## src/rtl/calc_pkg.sv

```systemverilog
// Shared constants for the calc_seq sequencer: state encoding, error codes
// and default timing parameters.
package calc_pkg;

    localparam logic [2:0] ST_IDLE = 3'd0;
    localparam logic [2:0] ST_LOAD = 3'd1;
    localparam logic [2:0] ST_RUN  = 3'd2;
    localparam logic [2:0] ST_MUL  = 3'd3;
    localparam logic [2:0] ST_DONE = 3'd4;
    localparam logic [2:0] ST_ERR  = 3'd5;

    typedef enum logic [2:0] {
        IDLE = ST_IDLE,
        LOAD = ST_LOAD,
        RUN  = ST_RUN,
        MUL  = ST_MUL,
        DONE = ST_DONE,
        ERR  = ST_ERR
    } state_e;

    localparam logic [1:0] ERR_NONE = 2'b00;
    localparam logic [1:0] ERR_DIVZ = 2'b01;
    localparam logic [1:0] ERR_TMO  = 2'b10;

    localparam int SER_BITS_DEF = 10;
    localparam int MUL_LAT_DEF  = 2;
    localparam int DIV_TMO_DEF  = 64;
    localparam int CNT_W_DEF    = 8;

endpackage

```

## src/rtl/calc_seq_cnt.sv

```systemverilog
// Saturating up-counter with synchronous clear/enable; flags when the count
// sits at MAX-1 (last) or at MAX (term).
module seq_cnt #(
    parameter int           W   = 8,
    parameter logic [W-1:0] MAX = '1
) (
    input  logic clk,
    input  logic rst_i,
    input  logic clr_i,
    input  logic en_i,
    output logic last_o,
    output logic term_o
);

    localparam logic [W-1:0] MAX_M1 = MAX - W'(1);

    logic [W-1:0] cnt_q;
    logic [W-1:0] cnt_d;

    // Next count: clear wins, then increment until MAX is reached.
    always_comb begin
        cnt_d = cnt_q;
        if (clr_i) begin
            cnt_d = '0;
        end else if (en_i && (cnt_q != MAX)) begin
            cnt_d = cnt_q + W'(1);
        end else begin
            cnt_d = cnt_q;
        end
    end

    // Count register.
    always_ff @(posedge clk) begin
        if (rst_i) begin
            cnt_q <= '0;
        end else begin
            cnt_q <= cnt_d;
        end
    end

    assign last_o = (cnt_q == MAX_M1);
    assign term_o = (cnt_q == MAX);

endmodule

```

## src/rtl/calc_seq.sv

```systemverilog
// Handshaked sequencer for y = a/(a+b+c) * sin(d): load, serial capture in
// parallel with divide, fixed-latency multiply, result strobe or error.
module calc_seq
    import calc_pkg::*;
#(
    parameter int SER_BITS = SER_BITS_DEF,
    parameter int MUL_LAT  = MUL_LAT_DEF,
    parameter int DIV_TMO  = DIV_TMO_DEF,
    parameter int CNT_W    = CNT_W_DEF
) (
    input  logic       clk,
    input  logic       rst,
    input  logic       start,
    input  logic       div_zero,
    input  logic       div_ok,
    output logic       opd_ld,
    output logic       s2p_en,
    output logic       div_en,
    output logic       mul_en,
    output logic       busy,
    output logic       y_valid,
    output logic       err,
    output logic [1:0] err_code
);

    state_e     state_q;
    state_e     state_d;
    logic       div_done_q;
    logic       err_q;
    logic [1:0] err_code_q;
    logic [1:0] err_code_d;
    logic       err_set_s;
    logic       ser_last_s;
    logic       ser_term_s;
    logic       tmo_last_s;
    logic       tmo_term_s;
    logic       mul_last_s;
    logic       mul_term_s;

    seq_cnt #(.W(CNT_W), .MAX(CNT_W'(SER_BITS))) u_ser_cnt (
        .clk(clk), .rst_i(rst), .clr_i(state_q == LOAD), .en_i(s2p_en),
        .last_o(ser_last_s), .term_o(ser_term_s)
    );

    seq_cnt #(.W(CNT_W), .MAX(CNT_W'(DIV_TMO))) u_tmo_cnt (
        .clk(clk), .rst_i(rst), .clr_i(state_q == LOAD), .en_i(state_q == RUN),
        .last_o(tmo_last_s), .term_o(tmo_term_s)
    );

    seq_cnt #(.W(CNT_W), .MAX(CNT_W'(MUL_LAT))) u_mul_cnt (
        .clk(clk), .rst_i(rst), .clr_i(state_q != MUL), .en_i(mul_en),
        .last_o(mul_last_s), .term_o(mul_term_s)
    );

    // Next state and Moore output decode.
    always_comb begin
        state_d    = state_q;
        opd_ld     = 1'b0;
        s2p_en     = 1'b0;
        div_en     = 1'b0;
        mul_en     = 1'b0;
        y_valid    = 1'b0;
        busy       = (state_q != IDLE);
        err_set_s  = 1'b0;
        err_code_d = ERR_NONE;
        case (state_q)
            IDLE: begin
                if (start) begin
                    state_d = LOAD;
                end else begin
                    state_d = IDLE;
                end
            end
            LOAD: begin
                opd_ld = 1'b1;
                if (div_zero) begin
                    state_d    = ERR;
                    err_set_s  = 1'b1;
                    err_code_d = ERR_DIVZ;
                end else begin
                    state_d = RUN;
                end
            end
            RUN: begin
                s2p_en = !ser_term_s;
                div_en = !div_done_q;
                // Timeout beats a div_ok arriving in the same cycle; exit uses the capture finishing now.
                if ((tmo_last_s || tmo_term_s) && !div_done_q) begin
                    state_d    = ERR;
                    err_set_s  = 1'b1;
                    err_code_d = ERR_TMO;
                end else if ((ser_last_s || ser_term_s) && (div_done_q || div_ok)) begin
                    state_d = MUL;
                end else begin
                    state_d = RUN;
                end
            end
            MUL: begin
                mul_en = 1'b1;
                if (mul_last_s || mul_term_s) begin
                    state_d = DONE;
                end else begin
                    state_d = MUL;
                end
            end
            DONE: begin
                y_valid = 1'b1;
                state_d = IDLE;
            end
            ERR: begin
                state_d = IDLE;
            end
            default: begin
                state_d = IDLE;
            end
        endcase
    end

    // State register.
    always_ff @(posedge clk) begin
        if (rst) begin
            state_q <= IDLE;
        end else begin
            state_q <= state_d;
        end
    end

    // Sticky divider-complete flag, armed fresh for each operation.
    always_ff @(posedge clk) begin
        if (rst || (state_q == LOAD)) begin
            div_done_q <= 1'b0;
        end else if ((state_q == RUN) && div_ok) begin
            div_done_q <= 1'b1;
        end else begin
            div_done_q <= div_done_q;
        end
    end

    // Sticky error flag and code, cleared by an accepted start.
    always_ff @(posedge clk) begin
        if (rst || ((state_q == IDLE) && start)) begin
            err_q      <= 1'b0;
            err_code_q <= ERR_NONE;
        end else if (err_set_s) begin
            err_q      <= 1'b1;
            err_code_q <= err_code_d;
        end else begin
            err_q      <= err_q;
            err_code_q <= err_code_q;
        end
    end

    assign err      = err_q;
    assign err_code = err_code_q;

endmodule

```

## config.mk

```make
export PLATFORM = sky130hd
export DESIGN_NAME = calc_seq
export DESIGN_NICKNAME = d
export VERILOG_FILES = /design/src/rtl/calc_pkg.sv /design/src/rtl/calc_seq_cnt.sv /design/src/rtl/calc_seq.sv
export SDC_FILE = /design/constraint.sdc
export NUM_CORES = 1
export LEC_CHECK = 0
export BUFFER_PORTS_ARGS = -buffer_cell sky130_fd_sc_hd__buf_2
export CAP_MARGIN = 20
export CORE_MARGIN = 2
export CORE_UTILIZATION = 50
export CTS_CLUSTER_DIAMETER = 200
export DETAILED_ROUTE_END_ITERATION = 7
export GPL_ROUTABILITY_DRIVEN = 0
export PLACE_DENSITY = 0.76
export RECOVER_POWER = 25
export SYNTH_ARGS = -nofsm -noshare
export SYNTH_HDL_FRONTEND = slang
export SYNTH_SLANG_ARGS = --single-unit
```

## constraint.sdc

```tcl
create_clock -name clk -period 2 [get_ports clk]
set_input_delay 0.1 -clock clk [delete_from_list [all_inputs] [get_ports clk]]
set_output_delay 0.1 -clock clk [all_outputs]
set_load 0.03 [all_outputs]
```

**Yosys cells after proc, flatten, opt, wreduce, memory -nomap -nowiden**

Index checks and enable logic that the tools add are counted.

- Output and inout port bits: 9
- Register bits: 31
- Bits of input ports: 5
- Word-level logic and storage cells: 60

- $add $sub $neg: 3
- Reduce and logical (&&, ||, !) cells: 19
- Equal/unequal tests: 14
- Multiplexer cells: 17

Operators by type and width:

| cell | count |
|---|---|
| 8-bit by 1-bit adder with 8-bit output (second input constant) | 3 |
| 8-bit by 4-bit equality test with 1-bit output (second input constant) | 2 |
| 3-bit case mux with 4 select lines | 1 |
| 1-bit two-way mux | 10 |
| 3-bit two-way mux | 3 |
| 8-bit by 1-bit equality test with 1-bit output (second input constant) | 1 |
| 8-bit by 2-bit equality test with 1-bit output (second input constant) | 1 |
| 8-bit by 6-bit equality test with 1-bit output (second input constant) | 1 |
| 8-bit by 7-bit equality test with 1-bit output (second input constant) | 1 |
| 8-bit by 2-bit inequality test with 1-bit output (second input constant) | 1 |
| 8-bit by 4-bit inequality test with 1-bit output (second input constant) | 1 |
| 8-bit by 7-bit inequality test with 1-bit output (second input constant) | 1 |
| 1-bit logical AND | 7 |
| 3-bit by 2-bit equality test with 1-bit output (second input constant) | 2 |
| 1-bit logical OR | 6 |
| 2-bit case mux with 2 select lines | 1 |
| 2-bit OR reduction | 2 |
| 3-bit by 1-bit equality test with 1-bit output (second input constant) | 1 |
| 3-bit equality test (second input constant) | 1 |
| 3-bit logical NOT | 1 |
| 3-bit by 2-bit inequality test with 1-bit output (second input constant) | 1 |
| 3-bit nonzero test | 1 |
| 1-bit logical NOT | 2 |
| 2-bit two-way mux | 1 |
| 1-bit case mux with 2 select lines | 1 |

**Depth between registers and ports, before layout**

- Word-level depth: 6
- Gate-level depth with buffers: 7
- Mapped depth without buffers: 6

**Hierarchy**

A second synthesis with hierarchy kept.

- Cell total of the unflattened synthesis: 199
- Area total of the unflattened synthesis: 1731.7 µm²

Modules (own cells, without submodules):

| module | seq. area each (µm²) | instances | area each (µm²) | cells each |
|---|---|---|---|---|
| seq_cnt (u_ser_cnt) | 160.2 | 1 | 460.4 | 53 |
| seq_cnt (u_mul_cnt) | 160.2 | 1 | 456.7 | 53 |
| seq_cnt (u_tmo_cnt) | 160.2 | 1 | 419.2 | 49 |
| calc_seq | 140.1 | 1 | 395.4 | 44 |

**Least setup slack after synthesis**

No wires, ideal clock.

- Path kind: register -> register
- Start point: register state_q[2]
- End point: register u_ser_cnt.cnt_q[4]
- Buffers on the path: 3
- Period minus slack after synthesis: 2.025 ns
- Slack: -0.025 ns
- Arrival time: 1.908 ns
- Required time: 1.883 ns
- Library setup time: 0.117 ns
- Cell stages (with the launch flop): 7
- Cell sequence: dfxtp_1 buf_6 nor3b_1 or2_2 buf_2 buf_2 nor2_1

- Longest elaborated chain between the ends: 3
- Elaborated cells on any way between the ends: 5
- Classes of those cells: eq/ne: 2; mux: 1; reduce/logical: 2

RTL lines:

| element | RTL line | source |
|---|---|---|
| start: declaration | calc_seq.sv:26 | `state_e state_q;` |
| start signal: assignment | calc_seq.sv:124 | `state_q <= state_d;` |
| 3-bit by 2-bit equality test with 1-bit output | calc_seq.sv:66 | `case (state_q)` |
| 1-bit two-way mux | calc_seq.sv:66 |  |
| 1-bit logical AND | calc_seq_cnt.sv:25 | `end else if (en_i && (cnt_q != MAX)) begin` |
| end signal: assignment | calc_seq_cnt.sv:37 | `cnt_q <= cnt_d;` |
| end: declaration | calc_seq_cnt.sv:17 | `logic [W-1:0] cnt_q;` |

Parallel ways exist; a longest one is shown, timed or not.
A chain may end at the register's enable or synchronous reset.

**Worst setup path in the final report**

- Start point: register state_q[1]
- End point: output s2p_en

- Longest elaborated chain between the ends: 2

RTL lines:

| element | RTL line | source |
|---|---|---|
| 3-bit by 2-bit equality test with 1-bit output | calc_seq.sv:66 |  |
| 1-bit two-way mux | calc_seq.sv:66 |  |
| end: declaration | calc_seq.sv:17 | `output logic s2p_en,` |

No other way between the ends.

==> flow_summary.ini <==
[run_status]
outcome = finished clean

[finish]
final_cells = 223
syn_to_final_growth_pct = 8.70
nets = 204
antenna_cells = 0
layout_commonest_cell = dfxtp_1
final_cell_mix = dfxtp_1 (31), nor2_1 (27), nand2_1 (16), xor2_1 (12)
final_layout_size_suffix_gt1_share_pct = 12.6
fin_util_pct = 55.7

[setup_path]
cp.arrival_ns = 1.71
worstSetupEndpointType = output pin
startpoint_type = flip-flop
crit_required_ns = 1.90
path_max_fanout = 8
worst-setup-path-type = flip-flop to output pin

[routing]
drtAntennaViolNets = 0
drtIter0Drc = 104
drc = 0
drt-pass1-iter-count = 4
vias = 1251
vias_per_cell = 5.61
wire_per_inst_um = 13.0
wl_um = 2890

[timing]
post-route-period-util_pct = 90.3
clock.fmax_mhz = 554
finalHoldViolCount = 0
rsz0062_at_grt = false
hold_ws_ns = 0.0146
tightest_slew_ns = 0.978
finalCriticalPeriod_ns = 1.81
slew_headroom_pct = 34.8
skew_ns = 0.00669
drv_slew = 0
finalSetupViolCount = 0
finalSetupTns_ns = 0

[grt]
grt_pass1_wl_um = 4860
first_global_vias = 1102
groute.usage.overall_pct = 18.7
antenna_found_initial = 0
grt-ovfl-total = 0
grt_max_degree = 18

[floorplanning]
die_h_um = 59.2
die_x_um = 59.2
rows = 20
die-area_um2 = 3510
pin_count = 14
initial_utilization_pct = 51.2
coreArea_um2 = 2980

[logic_synthesis]
synth_cell_type_count = 39
synth_cells = 174
yosys_warnings = 0
yosysTopAreaCell = dfxtp_1
synth_ff_type = dfxtp_1
syn_area_um2 = 1530
synth_top_area_share_pct = 40.7
synth_edf_count = 0
postSynthRegisterBits = 31
syn_avg_cell_area_um2 = 8.77
async_flop_share_pct = 0
yosys-top-cells-area = dfxtp_1 (41%), xor2_1 (6.9%), nor2_1 (6.6%), ha_1 (6.6%), nand2_1 (3.9%)
ys_seq_area_share_pct = 40.7
syn_nets = 187

[cts]
cts_max_level = 2
cts_tree = yes
clock_latency_ns = 0.33
cts_buffer_depth = 2
cts_sinks = 31
clk_pin_slew_ns = 0.09
cts_inserted_buffers = 5
post_cts_buffers = 0
cts_root_buffer = clkbuf_4

[power]
pwr_density_cell_nw_per_um2 = 665
ir_drop_uv = 317
cellLeakagePower_nw = 0.602

[placement]
dp_cells = 216
io_buffers = 13
hpwlAfterDp_um = 2100

[min_path]
hold_class = input port to flip-flop

[run]
cap_viol_max_count = 0
==> what timing repair did <==
action,4_1_cts,5_1_grt
setup endpoints to repair,0,1
resized for setup,0,1
endpoints found under the hold margin,2,0
hold buffers,1,0
==> final timing paths <==
kind / slack [ns] / end / startpoint / cells past startpoint
setup reg to reg: 0.23 / u_ser_cnt.cnt_q[7] / state_q[0] / 3
hold reg to reg: 0.46 / err / err / 2
hold / removal: 0.01 / div_done_q / div_ok / 3
setup / recovery: 0.19 / s2p_en / state_q[1] / 3
==> cells in the mapped netlist (4+ instances only) <==
| library cell | n |
|---|---|
| dfxtp_1 | 31 |
| xor2_1 | 12 |
| nand2_1 | 16 |
| a21oi_1 | 9 |
| inv_1 | 8 |
| nor2_1 | 27 |
| ha_1 | 8 |
| nand4_1 | 5 |
| xnor2_1 | 5 |
| nand2b_1 | 4 |
| o21ai_0 | 4 |
| nand3_1 | 6 |
| nor3_1 | 4 |
==> flip-flops by register name (all words and copies together) (netlist names) <==
name,cells
state_q,3
err,1
u_mul_cnt.cnt_q,8
u_ser_cnt.cnt_q,8
div_done_q,1
err_code,2
u_tmo_cnt.cnt_q,8
==> area by class of cell <==
type | count | area [um^2]
timing repair buffer | 16 | 85.1
tap | 33 | 41.3
multi-input combinational | 129 | 840
clock buffer | 6 | 41.3
fill | 264 | 1320
inverter | 8 | 30.0
sequential | 31 | 621
==> kinds of logic (layout without fill, tap and decap cells) <==
| group | Yosys count | after routing | synth area share [%] |
|---|---|---|---|
| compound gates | 25 | 25 | 12.4 |
| xor+xnor | 17 | 17 | 9.76 |
| fa+ha+maj | 8 | 8 | 6.56 |
| buf+inv | 14 | 30 | 4.68 |
| flops | 31 | 31 | 40.7 |
| simple gates | 79 | 79 | 25.9 |
==> per-stage QoR <==
stage	worst slack, ns	instance area (um^2)	power (mW)
floorplan	0.365	1530	0.760
global placement	0.348	1610	0.787
detailed placement	0.261	1610	0.791
CTS	0.0916	1660	1.11
global route	0.0658	1660	1.16
finish	0.194	1660	1.10
==> routing by layer <==
layer | vias to the layer above | track usage (%) | wire length [um]
li1 | 627 | - | -
met1 | 591 | 22.5 | 1250
met2 | 31 | 30.0 | 1480
met3 | 2 | 7.64 | 143
met4 | 0 | 6.82 | 17
met5 | - | 0 | 0
==> critical path: stages (launching register included) <==
cell	delay [ns]
dfxtp_1	0.42
or3b_4	0.47
a31oi_4	0.24
buf_2	0.24
==> power breakdown <==
part | switching (mW) | leakage, nW | internal (mW)
sequential | 0.0162 | 0.250 | 0.629
combinational | 0.0844 | 0.327 | 0.0472
clock | 0.201 | 0.0242 | 0.125
total | 0.302 | 0.602 | 0.801
(Power assumes the default switching activity.)
